<file path="src/rtl/min_pkg.sv">
// Shared definitions for the streaming minimum finder and its tracker cell.
// Holds default widths, the frame-collection state type and the sentinel value.
package min_pkg;

  localparam int MIN_DATA_W = 4;
  localparam int MIN_N      = 16;
  localparam int MIN_IDX_W  = $clog2(MIN_N);

  localparam logic [MIN_DATA_W-1:0] MAX_VAL = {MIN_DATA_W{1'b1}};

  typedef enum logic {
    COLLECT = 1'b0,
    DONE    = 1'b1
  } state_t;

endpackage

</file>
<file path="src/rtl/min_track_cell.sv">
// Combinational update of the (smallest, second-smallest, index) tracker for one sample.
// Shared with the parallel-finder regression model, so it carries no state of its own.
module min_track_cell #(
  parameter int DATA_W = 4,
  parameter int IDX_W  = 4
) (
  input  logic [DATA_W-1:0] cur_min1,
  input  logic [DATA_W-1:0] cur_min2,
  input  logic [IDX_W-1:0]  cur_idx,
  input  logic [DATA_W-1:0] d,
  input  logic [IDX_W-1:0]  cnt,
  input  logic              first,
  output logic [DATA_W-1:0] nxt_min1,
  output logic [DATA_W-1:0] nxt_min2,
  output logic [IDX_W-1:0]  nxt_idx
);

  // Strict less-than keeps the earliest index on ties; an equal value falls through to min2.
  always_comb begin
    nxt_min1 = cur_min1;
    nxt_min2 = cur_min2;
    nxt_idx  = cur_idx;
    if (first) begin
      nxt_min1 = d;
      nxt_min2 = {DATA_W{1'b1}};
      nxt_idx  = '0;
    end else if (d < cur_min1) begin
      nxt_min2 = cur_min1;
      nxt_min1 = d;
      nxt_idx  = cnt;
    end else if (d < cur_min2) begin
      nxt_min2 = d;
    end
  end

endmodule

</file>
<file path="src/rtl/min_stream_finder.sv">
// Serial minimum finder: collects N samples per frame over valid/ready and presents
// the smallest, second-smallest and first index of the smallest on a registered result port.
module min_stream_finder
  import min_pkg::*;
#(
  parameter int DATA_W = MIN_DATA_W,
  parameter int N      = MIN_N,
  parameter int IDX_W  = $clog2(N)
) (
  input  logic              clk,
  input  logic              rst_n,
  input  logic              in_valid,
  output logic              in_ready,
  input  logic [DATA_W-1:0] in_data,
  output logic              out_valid,
  input  logic              out_ready,
  output logic [DATA_W-1:0] min1,
  output logic [DATA_W-1:0] min2,
  output logic [IDX_W-1:0]  index_min1
);

  state_t            state;
  state_t            state_nxt;
  logic [IDX_W-1:0]  cnt;
  logic              accept;
  logic              last_beat;
  logic [DATA_W-1:0] cell_min1;
  logic [DATA_W-1:0] cell_min2;
  logic [IDX_W-1:0]  cell_idx;

  assign accept    = in_valid && (state == COLLECT);
  assign last_beat = (cnt == IDX_W'(N - 1));

  min_track_cell #(
    .DATA_W (DATA_W),
    .IDX_W  (IDX_W)
  ) u_cell (
    .cur_min1 (min1),
    .cur_min2 (min2),
    .cur_idx  (index_min1),
    .d        (in_data),
    .cnt      (cnt),
    .first    (cnt == '0),
    .nxt_min1 (cell_min1),
    .nxt_min2 (cell_min2),
    .nxt_idx  (cell_idx)
  );

  // Handshake flags depend only on the state register, never on inputs.
  always_comb begin
    state_nxt = state;
    in_ready  = 1'b0;
    out_valid = 1'b0;
    case (state)
      COLLECT: begin
        in_ready = 1'b1;
        if (accept && last_beat) state_nxt = DONE;
      end
      DONE: begin
        out_valid = 1'b1;
        if (out_ready) state_nxt = COLLECT;
      end
      default: state_nxt = COLLECT;
    endcase
  end

  always_ff @(posedge clk or negedge rst_n) begin
    if (!rst_n) begin
      state <= COLLECT;
      cnt   <= '0;
    end else begin
      state <= state_nxt;
      if (accept) cnt <= last_beat ? '0 : cnt + 1'b1;
    end
  end

  // Trackers only move on accepted beats, so they hold through gaps and the whole result phase.
  always_ff @(posedge clk or negedge rst_n) begin
    if (!rst_n) begin
      min1       <= {DATA_W{1'b1}};
      min2       <= {DATA_W{1'b1}};
      index_min1 <= '0;
    end else if (accept) begin
      min1       <= cell_min1;
      min2       <= cell_min2;
      index_min1 <= cell_idx;
    end
  end

endmodule

</file>
<file path="config.mk">
export PLATFORM = sky130hd
export DESIGN_NAME = min_stream_finder
export DESIGN_NICKNAME = d
export VERILOG_FILES = /design/src/rtl/min_pkg.sv /design/src/rtl/min_track_cell.sv /design/src/rtl/min_stream_finder.sv
export SDC_FILE = /design/constraint.sdc
export NUM_CORES = 1
export LEC_CHECK = 0
export BUFFER_PORTS_ARGS = -buffer_cell sky130_fd_sc_hd__buf_4
export CORE_ASPECT_RATIO = 0.75
export CORE_MARGIN = 3
export CORE_UTILIZATION = 56
export CTS_BUF_LIST = sky130_fd_sc_hd__clkbuf_2
export DETAILED_ROUTE_END_ITERATION = 8
export PLACE_DENSITY = 0.85
export SETUP_SLACK_MARGIN = 0.2
export SYNTH_ARGS = -nofsm -noshare
export SYNTH_HDL_FRONTEND = slang
export SYNTH_HIERARCHICAL = 1
export SYNTH_SLANG_ARGS = --single-unit
export TNS_END_PERCENT = 50
</file>
<file path="constraint.sdc">
create_clock -name clk -period 2.4 [get_ports clk]
set_input_delay 0.48 -clock clk [delete_from_list [all_inputs] [get_ports clk]]
set_output_delay 0.48 -clock clk [all_outputs]
set_load 0.005 [all_outputs]
</file>
---- After elaboration in Yosys (flattened, before gate mapping) ----
Cells that the tools add are included.
storage, ports and cells
  logic and storage cells ................. 30
  register bits after elaboration ......... 17
  memories kept ........................... 0
  latch bits .............................. 0
  memory bits (read-only) ................. 0
  output and inout bits ................... 14
  bits of input ports ..................... 8
  RAM bits ................................ 0
cells by class
  shifts and indexed selects .............. 0
  reductions and logical operators ........ 7
  $add $sub $neg .......................... 1
  $mul .................................... 0
  bitwise logic cells ..................... 1
  muxes and demuxes ....................... 13
  divide/modulo/power cells ............... 0
  order comparisons ....................... 2
  eq/ne operators ......................... 1
operator list
  kind                 number
  $mux 4               8
  $lt 4x4->1           2
  $add 4x1->4 const B  1
  $eq 4x4->1 const B   1
  $logic_not 4->1      1
  $mux 1               4
  $reduce_and 2->1     2
  $reduce_bool 3->1    1
  $logic_and 1x1->1    2
  $pmux 1 s2           1
  $reduce_bool 2->1    1
  $not 1->1            1

---- Longest topological paths before layout ----
Gate-level depths: netlist of the first run.
  depth after elaboration ................. 5
  depth in mapped cells ................... 8
  mapped depth without buffers ............ 8

---- Cells and area by module ----
Netlist of the first run, hierarchy kept.
modules (own cells, without submodules)
  module             cells an instance  area each (µm²)  instances  seq. area each (µm²)
  min_stream_finder  51                 753.2            1          435.4
  min_track_cell     51                 389.1            1          0.0

---- Worst setup path after synthesis of the first run ----
No wires, ideal clock.
  path kind ............................... reg-to-reg
  start point ............................. register min1[3]
  end point ............................... register min1[0]
  buffers on the path ..................... 1
  slack ................................... 0.168 ns
  stages on the path, launching flop included .. 9
  arrival time ............................ 2.149 ns
  data required time ...................... 2.318 ns
  setup time .............................. 0.082 ns
  cells stage by stage .................... dfstp_2 -> inv_1 -> ha_1 -> a21oi_1 -> o21ai_4 -> nor2b_4 -> buf_6 -> mux2_4 -> mux2_4
between the ends
  cells in the longest elaborated chain, start to end .. 3
RTL lines
  element                             line                     source
  start: declaration                  min_stream_finder.sv:17  output logic [DATA_W-1:0] min1,
  start signal: assignment            min_stream_finder.sv:80  min1 <= {DATA_W{1'b1}};
  start signal: assignment            min_stream_finder.sv:84  min1 <= cell_min1;
  $lt 4x4->1                          min_track_cell.sv:27     end else if (d < cur_min1) begin
  $reduce_bool 2->1 (no source line)  -
  $reduce_and 2->1 (no source line)   -
No other way between the ends.
A chain may end at the register's enable or synchronous reset.

---- Worst setup path after layout of the first run ----
  start point ............................. register min1[3]
  end point ............................... register min1[1]
Same word-level chain as after synthesis.

==> reports/results.ini, run 1 <==
[run_status]
outcome=completed

[sta]
setup_viol=0
min_period_over_period_pct=89.7
tightest_slew_ns=0.533
rsz0062_at_grt=true
fin_skew_ns=0.0206
finalSetupTns_ns=0
slew_viol_final=0
hold_violations=0
max_freq_ghz=0.465
slew_headroom_pct=64.4
min_period_ns=2.15

[yosys]
avgSynthCellArea_um2=11.2
yosysTopAreaCell=dfrtp_1
synthFlopType=dfrtp_1
syn-cell-area_um2=1140
yosys_register_bits=17
synth_cells=102
yosys_warnings=6
synthTopCellsByArea=dfrtp_1 (20%), dfstp_2 (18%), mux2_4 (11%), ha_1 (8.8%), mux2i_1 (7.0%)
synth.net_count=118
synth_top_cell_area_share_pct=19.7
ys_types=27
ys_seq_area_share_pct=38.1
synthArstFlopShare_pct=100
synth-edff-count=0

[place]
place_area_um2=1310
gp_congestion=0.768
dpl.hpwl_mm=1.63
portBuffers=21

[setup_path]
cp_max_fo=6
endpoint_kind=register
crit_type=reg -> reg
r2r_slack_ns=0.25
cp.arrival_ns=2.42
start_kind=register
cp.required_ns=2.66

[final_layout]
diodes=0
fin_area_um2=1360
num-fill-cells=122
area_growth_pct=19.1
num-nets-final=147
layout_common_cells=buf_4 (27), inv_1 (9), dfrtp_1 (9)
drive_gt1_share_pct=46.2
mostFrequentLayoutCell=buf_4

[route]
wl_met1_mm=1.05
wl_met2_mm=1.03
wl_per_cell_um=14.4
antenna_left=0
highest_layer=met4
first_pass_iters=4
via_per_inst=5.46
vias=830
drt-total-wl_mm=2.20
drtIter0Drc=18
wl_met3_um=100
drc=0

[min_path]
min_path_type=in -> reg

[floorplanning]
start_util_pct=62.7
core_um2=1820
dieArea_um2=2620
fp.dieH_um=45.1
io_pins=22
rows=13
die_w_um=58.2

[grt]
antenna_found_initial=0
grt_pass1_wl_mm=3.72
grt_max_degree=19
grt_usage_pct=19.1
grt_overflow_total=0
grt_pass1_vias=833

[pwr]
power_density_nw_per_um2=1340
irDropWorstVdd_uv=866
p_leak_nw=0.680

[cts]
cts_made_buffers=3
cts_tree=built
clk_pin_slew_ns=0.20
clockBufferDepth=2
cts.htree.levels=1
cts-root-buf=clkbuf_2
clock_latency_ns=0.33
numClockSinks=17

[job]
maxCapViolCount=0

==> power by group <==
| part | internal (W) | total [W] | switching [W] |
|---|---|---|---|
| logic | 0.000629 | 0.00108 | 0.000453 |
| clock network | 0.0000377 | 0.000142 | 0.000104 |
| registers | 0.000468 | 0.000604 | 0.000136 |
==> critical path, stage by stage, from the launching register on <==
cell and delay (ns):
dfstp_2 0.58, inv_1 0.06, ha_1 0.31, nand2_1 0.09, o21ai_4 0.19, nor2b_4 0.28
mux2_4 0.32, mux2_4 0.25
==> logic make-up after synthesis <==
kind of cell	after synthesis	share of synthesized area, %
AOI/OAI and AO/OA	18	9.75
xor gates and xnor gates	1	0.767
adders and majority gates	8	8.76
buffers and inverters	13	7.01
DFF	17	38.1
muxes	23	24.4
and+or+nand+nor	22	11.2
==> layout make-up <==
| type | count | area, um2 | area share, % |
|---|---|---|---|
| Tap cell | 22 | 27.5 | 2.02 |
| Timing Repair Buffer | 28 | 213 | 15.6 |
| Clock inverter | 1 | 5.00 | 0.368 |
| Multi-Input combinational cell | 72 | 631 | 46.4 |
| Inverter | 9 | 33.8 | 2.48 |
| Sequential cell | 17 | 435 | 32.0 |
| Clock buffer | 3 | 15.0 | 1.10 |
==> worst paths after layout <==
kind | to | cells after the start | from
max | min1[1] | 7 | min1[3]
min | state | 2 | out_ready
max reg2reg | min1[1] | 7 | min1[3]
min reg2reg | cnt[3] | 1 | cnt[3]
max in group asynchronous | min2[1] | 2 | rst_n
min in group asynchronous | index_min1[3] | 2 | rst_n
==> synthesized netlist by cell type, types with 2 or more instances <==
library cell	n
nor3_1	3
buf_6	2
ha_1	8
mux2_4	8
inv_1	9
dfrtp_1	9
nor2_1	5
o21ai_0	6
nand2b_1	2
mux2_2	7
nand2_1	4
nand3_1	2
mux2i_1	8
a21oi_1	8
nor2b_4	2
dfstp_2	8
==> routing by layer <==
layer | vias to the layer above | track usage (%)
li1 | 414 | -
met1 | 396 | 24.6
met2 | 18 | 32.2
met3 | 2 | 4.86
met4 | 0 | 5.09
met5 | - | 0
==> through the flow <==
step	hold slack [ns]	setup WS, ns	instances	util (%)	total power (W)
global placement	0.356	0.279	144	71.8	0.00160
finish	0.300	0.247	152	74.7	0.00183
global route	0.299	0.163	152	74.7	0.00198
floorplan	0.184	0.248	102	-	0.00133
CTS	0.281	0.203	149	73.4	0.00178
detailed placement	0.360	0.240	144	71.8	0.00164
==> flip-flops by register name, indices dropped and copies added (netlist names) <==
signal / flops
index_min1: 4
min2: 4
state: 1
cnt: 4
min1: 4
==> what timing repair did <==
item                                   in CTS  in global routing
resized for setup                           0                  0
hold buffers                                1                  0
endpoints found under the hold margin       9                  0
buffers inserted                            0                  3
setup endpoints to repair                   0                  4
Note: power is estimated with default switching activity, not from simulation.
==> run 2, diff against run 1 <==
--- a/config.mk
+++ b/config.mk
@@ -8,10 +8,10 @@
 export BUFFER_PORTS_ARGS = -buffer_cell sky130_fd_sc_hd__buf_4
 export CORE_ASPECT_RATIO = 0.75
 export CORE_MARGIN = 3
-export CORE_UTILIZATION = 56
+export CORE_UTILIZATION = 40
 export CTS_BUF_LIST = sky130_fd_sc_hd__clkbuf_2
 export DETAILED_ROUTE_END_ITERATION = 8
-export PLACE_DENSITY = 0.85
+export PLACE_DENSITY = 0.65
 export SETUP_SLACK_MARGIN = 0.2
 export SYNTH_ARGS = -nofsm -noshare
 export SYNTH_HDL_FRONTEND = slang
==> reports/results.ini, run 2 (synthesized netlist as in run 1, its figures left out) <==
[run_status]
outcome=completed

[sta]
worst_slack_ns=0.296  ; +0.0488 ns
max_freq_ghz=0.475  ; +2.3%
min_period_ns=2.10  ; -0.0488 ns
tightest_slew_ns=0.510  ; -0.0231 ns
setup_viol=0  ; unchanged
fin_skew_ns=0.00791  ; -0.0127 ns
slew_headroom_pct=65.9  ; +1.5 points
slew_viol_final=0  ; unchanged
whs_ns=0.323  ; +0.0237 ns
rsz0062_at_grt=false
min_period_over_period_pct=87.7  ; -2.0 points
finalSetupTns_ns=0  ; unchanged
hold_violations=0  ; unchanged

[place]
portBuffers=21  ; unchanged
placedCellCount=158  ; +9.7%
post-place-ws_ns=0.243  ; +0.00336 ns
dpl.hpwl_mm=1.55  ; -4.9%
gp_congestion=0.745  ; -3.0%

[setup_path]
reg2reg_from=min1[2]
cp_num_buf_inv=1  ; unchanged
cp_slowest_cell=dfstp_2
cp.required_ns=2.64  ; -0.02 ns
endpoint_kind=register
max_stage_delay_ns=0.60  ; +0.02 ns
worstSetupStartpoint=min1[2]
path_delay_family=flip-flops
crit_type=reg -> reg
start_kind=register
cp_max_fo=5  ; -1
r2r_slack_ns=0.30  ; +0.05 ns
crit_path_frequent_cell=mux2_4
path_cells=inv_1 -> ha_1 -> nand2_1 -> o21ai_4 -> nor2b_4 -> mux2_4 -> mux2_4
cp.arrival_ns=2.35  ; -0.07 ns

[job]
maxCapViolCount=0  ; unchanged

[final_layout]
layout_common_cells=buf_4 (27), dfrtp_1 (9)
seq_area_um2=435  ; unchanged
area_growth_pct=21.7
drive_gt1_share_pct=47.7  ; +1.5 points
stdcell_count=166  ; +9.2%
diodes=0  ; unchanged
multi_input_area_um2=643  ; +2.0%
num-fill-cells=264  ; +120%
num-nets-final=147  ; unchanged
mostFrequentLayoutCell=buf_4

[grt]
grt_pass1_wl_mm=3.57  ; -3.9%
grt_overflow_total=0  ; unchanged
grt_pass1_vias=786  ; -5.6%
antenna_found_initial=0  ; unchanged
grt_usage_pct=13.7  ; -5.4 points
grt_max_degree=19  ; unchanged

[route]
first_pass_iters=3  ; -1
wl_per_cell_um=12.5  ; -13%
drc=0  ; unchanged
drtIter0Drc=15  ; -3
antenna_left=0  ; unchanged
drt-total-wl_mm=2.08  ; -5.2%
via_per_inst=4.88  ; -11%
vias=810  ; -2.4%

[min_path]
hp-start=out_ready
min_path_type=in -> reg

[floorplanning]
fp.dieH_um=52.3  ; +16%
dieArea_um2=3540  ; +35%
io_pins=22  ; unchanged
core_um2=2660  ; +46%
rows=16  ; +3
start_util_pct=42.9  ; -20 points
die_w_um=67.7  ; +16%

[cts]
clockBufferDepth=2  ; unchanged
clock_latency_ns=0.30  ; -0.03 ns
cts-root-buf=clkbuf_2
numClockSinks=17  ; unchanged
clk_pin_slew_ns=0.17  ; -0.03 ns
cts.htree.levels=1  ; unchanged
cts_tree=built
cts_made_buffers=3  ; unchanged

[pwr]
p_leak_nw=0.679  ; about the same
power_density_nw_per_um2=1310  ; -2.7%
irDropWorstVdd_uv=488  ; -44%

==> run 2: changes by cell type in the layout (fill, tap and decap cells not counted) <==
cell	change
clkbuf_2	+1
clkinv_2	-1
ha_1	-1
ha_4	+1
inv_1	-1
inv_2	+1
==> run 2: timing repair <==
action	in CTS	in global routing
setup endpoints to repair	0	3
setup buffers	0	3
endpoints found under the hold margin	4	0
gates resized for setup	0	2
hold buffers	1	0
==> run 2: power breakdown <==
group	total, W	switching, W	leakage (nW)	internal [W]
Combinational	0.00108	0.000442	0.465	0.000637
Clock	0.000136	0.0000918	0.0166	0.0000442
Sequential	0.000604	0.000136	0.198	0.000468
Total	0.00182	0.000669	0.679	0.00115
==> run 2: layout make-up <==
class | instances | area share, %
flip-flops and latches | 17 | 31.3
repair buffers | 28 | 15.3
multi-input cells | 72 | 46.3
inverters | 9 | 2.43
clock buffers | 4 | 1.44
well taps | 36 | 3.24
==> run 2: path summary, 6_finish.rpt <==
check,to,cells past startpoint
max,min1[2],7
min,state,2
max reg2reg,min1[2],7
min reg2reg,cnt[3],1
max in group asynchronous,min2[3],2
min in group asynchronous,index_min1[0],2
==> run 2: metal layers <==
layer,track usage (%),wire length (um)
met1,18.6,1070
met2,21.0,907
met3,3.86,79
met4,4.04,23
met5,0,0
==> run 2: metrics by stage <==
step / instance area, um2 / utilization (%) / power, W
final: 1390 / 52.2 / 0.00182
after global routing: 1390 / 52.2 / 0.00199
after CTS: 1360 / 50.9 / 0.00178
after detailed placement: 1330 / 49.8 / 0.00163
after global placement: 1330 / 49.8 / 0.00161
after floorplan: 1150 / - / 0.00133
==> run 3, diff against run 2 <==
==> constraint.sdc (replaced) <==
create_clock -name clk -period 2.12 [get_ports clk]
set_input_delay 0.424 -clock clk [delete_from_list [all_inputs] [get_ports clk]]
set_output_delay 0.424 -clock clk [all_outputs]
set_load 0.005 [all_outputs]
==> reports/results.ini, run 3 (synthesized netlist as in run 1, its figures left out) <==
[run_status]
outcome=completed

[sta]
hold_violations=0  ; unchanged
slew_viol_final=0  ; unchanged
finalSetupTns_ns=0  ; unchanged
min_period_over_period_pct=94.0  ; +6.4 points
setup_viol=0  ; unchanged
rsz0062_at_grt=true
worst_slack_ns=0.126  ; -0.170 ns
fin_skew_ns=0.00257  ; -0.00533 ns
max_freq_ghz=0.502  ; +5.5%
tightest_slew_ns=0.542  ; +0.0320 ns
min_period_ns=1.99  ; -0.110 ns
slew_headroom_pct=63.8  ; -2.1 points

[cts]
clockBufferDepth=2  ; unchanged
clock_latency_ns=0.30  ; about the same
numClockSinks=17  ; unchanged
cts_tree=built
cts.htree.levels=1  ; unchanged
cts-root-buf=clkbuf_2
clk_pin_slew_ns=0.18  ; about the same
cts_made_buffers=3  ; unchanged

[min_path]
hp-start=out_ready
min_to=state
min_path_type=in -> reg
hold_depth=2  ; unchanged

[setup_path]
cp.required_ns=2.38  ; -0.26 ns
r2r_cells=7  ; unchanged
cp.arrival_ns=2.25  ; -0.10 ns
cp_max_fo=4  ; -1
reg2reg_from=min1[3]
r2r_end=min1[1]
endpoint_kind=register
r2r_slack_ns=0.13  ; -0.17 ns
start_kind=register
crit_type=reg -> reg

[pwr]
pwr-share-clk_pct=6.5  ; -1.0 points
p_switching_w=0.000856  ; +28%
seqPwrFrac_pct=28.3  ; -4.9 points
power_density_nw_per_um2=1540  ; +18%
irDropWorstVdd_uv=526  ; +7.7%
intPower_w=0.00150  ; +30%
p_leak_nw=0.728  ; +7.2%
p_comb_share_pct=65.2  ; +5.9 points
power.share.switching_pct=36.4  ; -0.41 points

[floorplanning]
dieArea_um2=3540  ; unchanged
core_um2=2660  ; unchanged
fp.dieH_um=52.3  ; unchanged
die_w_um=67.7  ; unchanged
start_util_pct=42.9  ; unchanged
rows=16  ; unchanged
io_pins=22  ; unchanged

[grt]
grt_overflow_total=0  ; unchanged
grt_pass1_wl_mm=3.96  ; +11%
grt_max_degree=19  ; unchanged
grt_pass1_vias=881  ; +12%
grt_usage_pct=15.0  ; +1.3 points
antenna_found_initial=0  ; unchanged

[final_layout]
drive_gt1_share_pct=55.9  ; +8.2 points
area_growth_pct=34.0
num-nets-final=153  ; +4.1%
mostFrequentLayoutCell=buf_4
diodes=0  ; unchanged
layout_common_cells=buf_4 (31), mux2_4 (9), dfrtp_1 (9)

[route]
wl_per_cell_um=13.3  ; +6.4%
antenna_left=0  ; unchanged
first_pass_iters=4  ; +1
vias=847  ; +4.6%
via_per_inst=4.92  ; +0.92%
drt-total-wl_mm=2.30  ; +10%
drtIter0Drc=37  ; +22
drc=0  ; unchanged

[place]
dpl.hpwl_mm=1.54  ; -0.63%
portBuffers=21  ; unchanged
gp_congestion=0.739  ; -0.74%
post-place-ws_ns=0.0791  ; -0.164 ns

[job]
maxCapViolCount=0  ; unchanged

[run 3: critical path, stage by stage (launching register included)]
cell and delay, ns:
dfstp_2 0.58, inv_2 0.06, ha_4 0.29, nand2_4 0.05, o21ai_4 0.15, nor2b_4 0.25
mux2_4 0.31, mux2_4 0.26
[run 3: power groups by stage]
stage | Combinational [W] | Sequential, W | Clock [W]
2_1_floorplan | 0.000859 | 0.000671 | 0
3_3_place_gp | 0.00116 | 0.000683 | 0
3_5_place_dp | 0.00117 | 0.000696 | 0
4_1_cts | 0.00144 | 0.000667 | 0.000166
5_1_grt | 0.00169 | 0.000695 | 0.000177
6_report | 0.00153 | 0.000667 | 0.000153
[run 3: metrics by stage]
stage / utilization (%) / area, um2 / hold slack, ns / power, W / std cells
floorplan: - / 1160 / 0.128 / 0.00153 / 102
global placement: 50.3 / 1340 / 0.306 / 0.00184 / 158
detailed placement: 50.3 / 1340 / 0.310 / 0.00186 / 158
CTS: 55.9 / 1490 / 0.244 / 0.00228 / 171
global route: 57.5 / 1530 / 0.222 / 0.00256 / 172
finish: 57.5 / 1530 / 0.265 / 0.00235 / 172
[run 3: layout make-up]
class,instances,area [um2]
Clock inverter,1,5.00
Inverter,9,33.8
Tap cell,36,45.0
Timing Repair Buffer,34,274
Sequential cell,17,435
Clock buffer,3,15.0
Fill cell,237,1130
Multi-Input combinational cell,72,722
[run 3: per-layer routing]
layer,vias to the layer above,track usage [%],routed length [um]
met3,2,4.51,115
met4,0,3.03,7
met1,405,19.3,1070
met5,-,0,0
li1,422,-,-
met2,18,24.7,1100
[run 3: worst max-delay path by stage]
stage	startpoint	to	slack (ns)	depth (start not counted)
final	min1[3]	min1[1]	0.13	7
after global routing	min1[3]	min1[2]	0.06	7
after CTS	min1[1]	min1[1]	0.15	7
after detailed placement	min1[1]	min2[3]	0.08	8
after global placement	min1[1]	min2[3]	0.1	8
after floorplan	min1[2]	min1[0]	0.001	8
[run 3: what timing repair did]
item                                   CTS  global route
endpoints found under the hold margin    9             0
pin swaps                                4             3
hold buffers                             1             0
setup buffers                            8             1
cloned                                   0             0
gates resized for setup                  8             6
setup endpoints to repair                7            12
